==> config.mk <==
export PLATFORM = sky130hd
export DESIGN_NAME = clkgate_ctrl_flat
export DESIGN_NICKNAME = d
export VERILOG_FILES = /design/src/rtl/clkgate_ctrl_if.sv /design/src/rtl/clkgate_ctrl.sv /design/src/flat_wrapper.sv
export SDC_FILE = /design/constraint.sdc
export NUM_CORES = 1
export LEC_CHECK = 0
export ABC_AREA = 0
export CAP_MARGIN = 20
export CELL_PAD_IN_SITES_DETAIL_PLACEMENT = 1
export CELL_PAD_IN_SITES_GLOBAL_PLACEMENT = 1
export CORE_ASPECT_RATIO = 0.5
export CORE_UTILIZATION = 40
export CTS_CLUSTER_DIAMETER = 60
export DETAILED_ROUTE_END_ITERATION = 12
export GPL_ROUTABILITY_DRIVEN = 1
export GPL_TIMING_DRIVEN = 0
export HOLD_SLACK_MARGIN = 0.15
export PLACE_DENSITY = 0.84
export SLEW_MARGIN = 40
export SYNTH_ARGS = -nofsm -noshare
export SYNTH_HDL_FRONTEND = slang
export SYNTH_SLANG_ARGS = --single-unit
==> constraint.sdc <==
create_clock -name clk -period 2.1 [get_ports clk]
set_input_delay 0.42 -clock clk [delete_from_list [all_inputs] [get_ports clk]]
set_output_delay 0.42 -clock clk [all_outputs]
set_load 0.01 [all_outputs]
==> src/rtl/clkgate_ctrl_if.sv <==
// Signal bundle between the clock-gating controller and the unit it gates.
// Latency: none; this is wiring only.
// Backpressure: Ready tells upstream when work may be issued.
// Ports: Activity/ForceOn/CountClr flow into the controller;
//        GateEn/Ready/GatedCount flow out of it.
interface clkgate_ctrl_if;
  logic        Activity;
  logic        ForceOn;
  logic        CountClr;
  logic        GateEn;
  logic        Ready;
  logic [15:0] GatedCount;

  // master drives the requests and observes the gate status.
  modport master (
    output Activity, ForceOn, CountClr,
    input  GateEn, Ready, GatedCount
  );

  // slave is the controller itself.
  modport slave (
    input  Activity, ForceOn, CountClr,
    output GateEn, Ready, GatedCount
  );
endinterface

==> src/rtl/clkgate_ctrl.sv <==
// Idle-detect clock-gate controller: gates after IDLE_CYCLES idle cycles, wakes on demand.
// Latency: GateEn drops 1 cycle after the last idle cycle; Ready returns WAKE_CYCLES+1 cycles after wake.
// Backpressure: Ready low while gated or settling; upstream must hold off issuing work.
// Ports: clk (free-running), reset (async, active-high), bus (slave modport):
//        Activity/ForceOn in, CountClr in, GateEn/Ready/GatedCount out (all outputs registered).
module clkgate_ctrl #(
  parameter int IDLE_CYCLES = 8,  // 1..255
  parameter int WAKE_CYCLES = 2   // 1..15
) (
  input  logic          clk,
  input  logic          reset,
  clkgate_ctrl_if.slave bus
);

  typedef enum logic [1:0] {
    RUN   = 2'd0,
    GATED = 2'd1,
    WAKE  = 2'd2
  } state_t;

  localparam logic [7:0] IDLE_LAST = 8'(IDLE_CYCLES - 1);
  localparam logic [3:0] WAKE_LAST = 4'(WAKE_CYCLES - 1);

  state_t      state_q, state_d;
  logic [7:0]  idle_cnt_q, idle_cnt_d;
  logic [3:0]  wake_cnt_q, wake_cnt_d;
  logic        gate_en_q, gate_en_d;
  logic        ready_q, ready_d;
  logic [15:0] gated_count_q, gated_count_d;

  logic idle;

  assign idle = ~bus.Activity & ~bus.ForceOn;

  always_comb begin
    state_d       = state_q;
    idle_cnt_d    = idle_cnt_q;
    wake_cnt_d    = wake_cnt_q;
    gated_count_d = gated_count_q;

    case (state_q)
      RUN: begin
        if (!idle) begin
          idle_cnt_d = 8'd0;
        end else if (idle_cnt_q == IDLE_LAST) begin
          // This cycle completes the idle window.
          state_d    = GATED;
          idle_cnt_d = 8'd0;
        end else begin
          idle_cnt_d = idle_cnt_q + 8'd1;
        end
      end
      GATED: begin
        if (!idle) begin
          state_d    = WAKE;
          wake_cnt_d = 4'd0;
        end
      end
      WAKE: begin
        // Settling runs to completion regardless of demand; never re-gates from here.
        wake_cnt_d = wake_cnt_q + 4'd1;
        if (wake_cnt_q == WAKE_LAST) begin
          state_d    = RUN;
          idle_cnt_d = 8'd0;
        end
      end
      default: begin
        state_d    = RUN;
        idle_cnt_d = 8'd0;
      end
    endcase

    if (bus.CountClr) begin
      gated_count_d = 16'd0;
    end else if (state_q == GATED && gated_count_q != 16'hFFFF) begin
      gated_count_d = gated_count_q + 16'd1;
    end

    // Outputs are decoded from the next state so the flops present them
    // in the same cycle as the state they describe.
    gate_en_d = (state_d != GATED);
    ready_d   = (state_d == RUN);
  end

  always_ff @(posedge clk or posedge reset) begin
    if (reset) begin
      state_q       <= RUN;
      idle_cnt_q    <= 8'd0;
      wake_cnt_q    <= 4'd0;
      gate_en_q     <= 1'b1;
      ready_q       <= 1'b1;
      gated_count_q <= 16'd0;
    end else begin
      state_q       <= state_d;
      idle_cnt_q    <= idle_cnt_d;
      wake_cnt_q    <= wake_cnt_d;
      gate_en_q     <= gate_en_d;
      ready_q       <= ready_d;
      gated_count_q <= gated_count_d;
    end
  end

  assign bus.GateEn     = gate_en_q;
  assign bus.Ready      = ready_q;
  assign bus.GatedCount = gated_count_q;

endmodule

==> src/flat_wrapper.sv <==
// flat-port wrapper written by rule: the top's interface ports become plain ports
module clkgate_ctrl_flat 
#(
  parameter int IDLE_CYCLES = 8,           
  parameter int WAKE_CYCLES = 2           
)
  (clk, reset, bus_Activity, bus_ForceOn, bus_CountClr, bus_GateEn, bus_Ready, bus_GatedCount);
  clkgate_ctrl_if bus_i ();
  input  logic clk;
  input  logic reset;
  input wire logic [$bits(bus_i.Activity)-1:0] bus_Activity;
  input wire logic [$bits(bus_i.ForceOn)-1:0] bus_ForceOn;
  input wire logic [$bits(bus_i.CountClr)-1:0] bus_CountClr;
  output wire logic [$bits(bus_i.GateEn)-1:0] bus_GateEn;
  output wire logic [$bits(bus_i.Ready)-1:0] bus_Ready;
  output wire logic [$bits(bus_i.GatedCount)-1:0] bus_GatedCount;
  assign bus_i.Activity = bus_Activity;
  assign bus_i.ForceOn = bus_ForceOn;
  assign bus_i.CountClr = bus_CountClr;
  assign bus_GateEn = bus_i.GateEn;
  assign bus_Ready = bus_i.Ready;
  assign bus_GatedCount = bus_i.GatedCount;
  clkgate_ctrl #(.IDLE_CYCLES(IDLE_CYCLES), .WAKE_CYCLES(WAKE_CYCLES)) u_core (.clk(clk), .reset(reset), .bus(bus_i));
endmodule
==> metrics.md, run 1 <==
| Metric | Value |
|---|---|
| Vias | 1,535 |
| CP peak stage delay | 0.54 ns |
| Synth Flop Type | dfrtp_1 |
| IO Pins | 23 |
| Most frequent cells in the layout | dfrtp_1, clkdlybuf4s50_1, nor2_1 |
| Hold WC Path Type | in2reg |
| Post-CTS setup buffers | 0 |
| Initial antenna violation count | 0 |
| Worst-case reg-to-reg path depth | 4 |
| # fillers | 476 |
| Largest net degree at the start of global routing | 33 |
| RSZ-0062 raised after global routing | no |
| Post-layout util | 52.4% |
| Multiplexer share of the synthesized area | 3.69% |
| Worst rel slew slack | 53.2% |
| Hpwl dp | 3.06 mm |
| CP Capture Type | flip-flop |
| Asr flop ratio synth | 100% |
| CTS root buf | clkbuf_8 |
| Final Hold Fails | 0 |
| Critical path's slowest cell | or4_1 |
| H-tree depth | 2 |
| Clk pin slew, worst setup/hold paths | 0.07 ns |
| Mapped Avg Cell Area | 9.40 um^2 |
| Post-Synth XOR/XNOR Area | 2.53% |
| Syn Nets | 193 |
| # diodes | 0 |
| Total gr overflow | 0 |
| Min-delay src | bus_CountClr |
| Crit-path leading delay family | simple AND/OR/NAND/NOR gates |
| Worst flop-to-flop path startpoint | u_core.bus.GatedCount[7]$_DFFE_PP0P_ |
| CTS tree | yes |
| Worst Path Arrival | 2.17 ns |
| Synth Area in Simple Gates | 25.3% |
| Crit-path cells | nand4_1 > or2_4 > or4_1 > mux2_1 |
| Status | completed |
| Post-Route WL | 4.26 mm |
| Wirelength per Cell | 15.9 um |
| Post-layout minimum cycle time | 1.99 ns |
| Clock skew | 0.00763 ns |
| Die W | 95.0 um |
| Total GRT Usage | 21.6% |
| Die area | 0.00461 mm^2 |
| Slew at the pin closest to its max-slew limit | 0.694 ns |
| Final nets | 221 |
| Worst IR drop on VDD | 0.376 mV |
| Seq/Total Area, Yosys | 46.4% |
| Cts repair resizes | 0 |
| Post-synth EDFFs | 0 |
| Inserted Clock Buffers | 5 |
| Final setup fails | 0 |
| Flop2flop setup slack | 0.11 ns |
| Max Fclk | 501 MHz |
| Mapped cell area | 0.00173 mm^2 |
| Worst Hold End | u_core.bus.GatedCount[3]$_DFFE_PP0P_ |
| Max_cap viols | 0 |
| CP required | 2.27 ns |
| Period utilization | 95.0% |
| Vias in the first global route | 1,621 |
| Worst-path maximum fanout | 6 |
| Core Area | 0.00402 mm^2 |
| Port bufs | 21 |
| Compound-gate portion of the synthesized area | 15.5% |
| Longest Clk Path Bufs | 2 |
| DR vias/cell | 5.75 |
| Pwr Density | 721 mW/mm^2 |
| Synth Instances | 184 |
| Largest family of logic cells by synthesized area | simple AND/OR/NAND/NOR gates |
| DR iter-0 viols | 51 |
| Residual DRC | 0 |
| Setup ws final | 0.105 ns |
| CTS Sinks | 32 |
| WS Path Type | reg2reg |
| Skew-Pair Late Insertion Delay | 0.29 ns |
| Final GP Congestion | 0.814 |
| Count of cell types in the netlist | 40 |
| Area grow syn2layout | 21.9% |
| Syn. warnings | 0 |
| Initial DRT Pass Iterations | 4 |
| Worst path buffer plus inverter count | 0 |
| Hold buffers post-CTS | 0 |
| Initial Util | 43.0% |
| Final Max Slew Viols | 0 |
| Commonest non-fill, non-tap cell in the layout | dfrtp_1 |
| Hold Path Stages | 2 |
| Pleak | 0.805 nW |
| Die height | 48.5 um |
| First-pass GRT wire length | 7.65 mm |
| Post-route ant nets | 0 |
| Site Rows | 16 |
| Startpoint types | flip-flop |
| Post-Synth Adder-Cell Area | 2.89% |
| Worst slack, placed | -0.283 ns |
| Synth Register Bits | 32 |
| Share of layout cells above drive strength 1 | 9.86% |
| RR Endpoint | u_core.bus.GatedCount[15]$_DFFE_PP0P_ |
routing by layer:
layer  GRT usage (%)  vias to the layer above  wire (um)
met5               0                        -          0
met4            5.30                        0         49
met3            6.13                        6        139
met2            36.0                       23       2070
met1            27.8                      768       2000
li1                -                      738          -
sequential cells by signal (all words and copies together), names as in the netlist:
name	flops
u_core.bus.GatedCount	16
u_core.idle_cnt_q	8
u_core.wake_cnt_q	4
u_core.state_q	2
u_core.bus.GateEn	1
u_core.bus.Ready	1
area by class of cell:
class                      count  area, um^2  share of cell area (%)
buffer                         8        35.0                    1.66
sequential                    32         803                    38.1
tap                           54        67.6                    3.20
clock buffer                   8        90.1                    4.27
timing repair buffer          21         210                    9.96
inverter                       8        30.0                    1.42
multi-input combinational    136         873                    41.4
worst reg2reg max path, cell delays in order (launching register included):
cell and delay (ns):
dfrtp_1 0.43, nand4_1 0.26, or2_4 0.33, or4_1 0.54
mux2_1 0.32
synthesized netlist by cell type, types with 2 or more instances:
library cell  count  share of area [%]
nor4_1            7                2.5
dfrtp_1          30                 43
nand2_1          15                3.3
or4_2             2                1.0
o21ai_0           9                2.6
a22o_1            2                1.0
mux2i_1           3                1.7
ha_1              4                2.9
nor3_1            3               0.87
nor2_1           16                3.5
nand2b_1          4                1.4
or4_1             8                3.5
a21oi_1          15                4.3
mux2_2            2                1.3
inv_1             8                1.7
clkbuf_1          7                1.5
o22ai_1           4                1.4
xor2_1            2                1.0
nor2b_1           2               0.72
xnor2_1           3                1.5
o31ai_1           8                3.5
nand3_1           6                1.7
a31oi_1           2               0.72
nand4_1           5                1.8
dfstp_2           2                3.0
per-stage QoR:
stage               instances  power (mW)  hold WS (ns)  TNS, ns  instance area (um^2)
finish                    267        1.52         0.350        0                  2110
global route              267        1.61         0.363        0                  2110
CTS                       267        1.53         0.349        0                  2100
detailed placement        259        1.04         0.535   -0.881                  2010
global placement          259        1.02         0.514   -0.480                  2010
floorplan                 184       0.949         0.493        0                  1730
power by group:
part           internal [mW]  switching (mW)
clock network          0.267           0.223
logic                  0.122           0.158
registers              0.684          0.0672
total                   1.07           0.449
worst max-delay path by stage:
stage,cells past startpoint,to,slack (ns),from
6_report,4,u_core.bus.GatedCount[15]$_DFFE_PP0P_,0.11,u_core.bus.GatedCount[7]$_DFFE_PP0P_
3_3_place_gp,5,u_core.idle_cnt_q[5]$_DFFE_PP0P_,-0.18,bus_ForceOn
3_5_place_dp,5,u_core.idle_cnt_q[5]$_DFFE_PP0P_,-0.28,bus_ForceOn
2_1_floorplan,4,u_core.bus.GatedCount[15]$_DFFE_PP0P_,0.23,u_core.bus.GatedCount[3]$_DFFE_PP0P_
5_1_grt,5,u_core.idle_cnt_q[2]$_DFFE_PP0P_,0.02,u_core.state_q[1]$_DFF_PP0_
4_1_cts,5,u_core.idle_cnt_q[5]$_DFFE_PP0P_,0.03,bus_ForceOn
cells by family after synthesis:
family                     after synthesis
AOI/OAI and AO/OA                       44
muxes                                    6
adders and majority gates                4
DFF                                     32
and+or+nand+nor                         77
xor gates and xnor gates                 5
buffers and inverters                   16
Note: power is estimated with default switching activity, not from simulation.
==> run 2: changes to the inputs <==
Settings changed: PLACE_DENSITY 0.84 to not set, PLACE_DENSITY_LB_ADDON set to 0.1.
==> run 2 against run 1 <==
Register-to-register slack about the same. Critical endpoint unchanged. Final area did not move. Routed wire length shrank 2.9%. Non-clock buffer count is the same.
==> metrics.md, run 2 (synthesized netlist as in run 1, its figures left out) <==
| Metric | Value |
|---|---|
| Status | completed |
| Die height | 48.5 um (unchanged) |
| Clk pin slew, worst setup/hold paths | 0.07 ns (about the same) |
| CP Capture Type | flip-flop |
| IO Pins | 23 (unchanged) |
| Post-route ant nets | 0 (unchanged) |
| Pleak | 0.805 nW (about the same) |
| Hold WC Path Type | in2reg |
| Site Rows | 16 (unchanged) |
| Slew at the pin closest to its max-slew limit | 0.718 ns (+0.0242 ns) |
| Post-layout util | 52.4% (unchanged) |
| Final setup fails | 0 (unchanged) |
| Worst Path Arrival | 2.16 ns (about the same) |
| CTS Sinks | 32 (unchanged) |
| Combinational share of power | 18.0% (-0.4 points) |
| Commonest non-fill, non-tap cell in the layout | dfrtp_1 |
| Period utilization | 94.3% (-0.65 points) |
| Post-layout minimum cycle time | 1.98 ns (-0.0136 ns) |
| Worst rel slew slack | 51.7% (-1.5 points) |
| Hold Path Stages | 2 (unchanged) |
| Met1 usage | 29.6% (+1.8 points) |
| Post-Route WL | 4.13 mm (-2.9%) |
| Final nets | 221 (unchanged) |
| Max_cap viols | 0 (unchanged) |
| CTS tree | yes |
| P_int | 1.07 mW (about the same) |
| WS Path Type | reg2reg |
| Initial Util | 43.0% (unchanged) |
| Hold buffers post-CTS | 0 (unchanged) |
| GRT Max-Usage Layer | met2 |
| DR iter-0 viols | 45 (-12%) |
| Post-Layout Inst Area | 0.00211 mm^2 (unchanged) |
| Reg power frac | 49.2% (about the same) |
| Clock skew | 0.0102 ns (+0.00261 ns) |
| Worst-path maximum fanout | 8 (+2) |
| CTS root buf | clkbuf_8 |
| Placed cell area | 0.00201 mm^2 (unchanged) |
| Inserted Clock Buffers | 5 (unchanged) |
| Longest Clk Path Bufs | 2 (unchanged) |
| Clock network power share | 32.8% (+0.6 points) |
| Largest register FFs | 16 (unchanged) |
| Startpoint types | flip-flop |
| Placed cells | 259 (unchanged) |
| Final GP Congestion | 0.759 (-6.7%) |
| Core Area | 0.00402 mm^2 (unchanged) |
| Pwr Density | 724 mW/mm^2 (+0.39%) |
| Psw | 455 uW (+1.2%) |
| # fillers | 492 (+3.4%) |
| Most frequent cells in the layout | dfrtp_1, clkdlybuf4s50_1, nor2_1 |
| Residual DRC | 0 (unchanged) |
| CP required | 2.28 ns (about the same) |
| Total GRT Usage | 21.2% (-0.45 points) |
| Post-route insts no fill | 267 (unchanged) |
| Port bufs | 21 (unchanged) |
| Global Route met2 Usage | 32.6% (-3.4 points) |
| Max Fclk | 505 MHz (+0.69%) |
| Hold WS | 0.362 ns (+0.0123 ns) |
| Total gr overflow | 0 (unchanged) |
| Die area | 0.00461 mm^2 (unchanged) |
| Final Hold Fails | 0 (unchanged) |
| Area grow syn2layout | 21.9% (unchanged) |
| First-pass GRT wire length | 7.48 mm (-2.3%) |
| Worst IR drop on VDD | 0.442 mV (+18%) |
| H-tree depth | 2 (unchanged) |
| Initial antenna violation count | 0 (unchanged) |
| RSZ-0062 raised after global routing | no |
| Final Max Slew Viols | 0 (unchanged) |
| Die W | 95.0 um (unchanged) |
| # diodes | 0 (unchanged) |
| Vias in the first global route | 1,560 (-3.8%) |
| Worst-case reg-to-reg path depth | 4 (unchanged) |
| Largest net degree at the start of global routing | 33 (unchanged) |
| Sw Share | 29.8% (+0.24 points) |
| DR vias/cell | 5.63 (-2.1%) |
| Vias | 1,503 (-2.1%) |
| Global routing usage on met3 | 5.19% (-0.94 points) |
| Hpwl dp | 2.98 mm (-2.6%) |
| Initial DRT Pass Iterations | 3 (-1) |
| Skew-Pair Late Insertion Delay | 0.29 ns (about the same) |
| Share of layout cells above drive strength 1 | 9.86% (unchanged) |
| Wirelength per Cell | 15.5 um (-2.9%) |
[run 2: cell counts in the layout (fill, tap and decap cells not counted)]
Identical to the previous run, type by type.
[run 2: path summary, 6_finish.rpt]
check | from | end | slack [ns]
max | u_core.bus.GatedCount[3]$_DFFE_PP0P_ | u_core.bus.GatedCount[15]$_DFFE_PP0P_ | 0.12
min in group asynchronous | reset | u_core.bus.GatedCount[0]$_DFFE_PP0P_ | 0.56
min | bus_CountClr | u_core.bus.GatedCount[0]$_DFFE_PP0P_ | 0.36
min reg2reg | u_core.idle_cnt_q[1]$_DFFE_PP0P_ | u_core.idle_cnt_q[1]$_DFFE_PP0P_ | 0.54
max reg2reg | u_core.bus.GatedCount[3]$_DFFE_PP0P_ | u_core.bus.GatedCount[15]$_DFFE_PP0P_ | 0.12
max in group asynchronous | reset | u_core.wake_cnt_q[0]$_DFFE_PP0P_ | 1.09
[run 2: final cells by class]
| class | count | area, um^2 | area share [%] |
|---|---|---|---|
| multi-input cells | 136 | 873 | 41.4 |
| flip-flops and latches | 32 | 803 | 38.1 |
| repair buffers | 21 | 210 | 9.96 |
| clock buffers | 8 | 90.1 | 4.27 |
| well taps | 54 | 67.6 | 3.20 |
| plain buffers | 8 | 35.0 | 1.66 |
| inverters | 8 | 30.0 | 1.42 |
[run 2: per-stage QoR]
stage                     worst slack (ns)  setup TNS [ns]  power [mW]
after floorplan                      0.226               0       0.949
after global placement              -0.208          -0.649        1.02
after detailed placement            -0.236          -0.711        1.04
after CTS                           0.0830               0        1.54
after global routing               0.00642               0        1.61
final                                0.119               0        1.53
[run 2: critical path, stage by stage, from the launching register on]
cell	delay (ns)
dfrtp_1	0.51
nand4_4	0.19
or2_4	0.31
or4_1	0.54
mux2_1	0.33
[run 2: power by group through the flow]
stage	combinational [mW]	sequential (mW)	clock [mW]
after floorplan	0.201	0.748	0
after global routing	0.318	0.760	0.534
after CTS	0.277	0.751	0.514
final	0.275	0.752	0.501
after global placement	0.266	0.755	0
after detailed placement	0.276	0.761	0
[run 2: timing repair]
| item | 4_1_cts | 5_1_grt |
|---|---|---|
| endpoints found under the setup margin | 0 | 3 |
| gates resized for setup | 0 | 4 |
| buffers inserted | 0 | 0 |
[run 2: routing by layer]
layer | share of wire, % | vias up | wire, um
met3 | 2.9 | 8 | 119
met5 | 0 | - | 0
met1 | 50 | 739 | 2070
met2 | 46 | 18 | 1890
met4 | 1.2 | 0 | 49
li1 | - | 738 | -
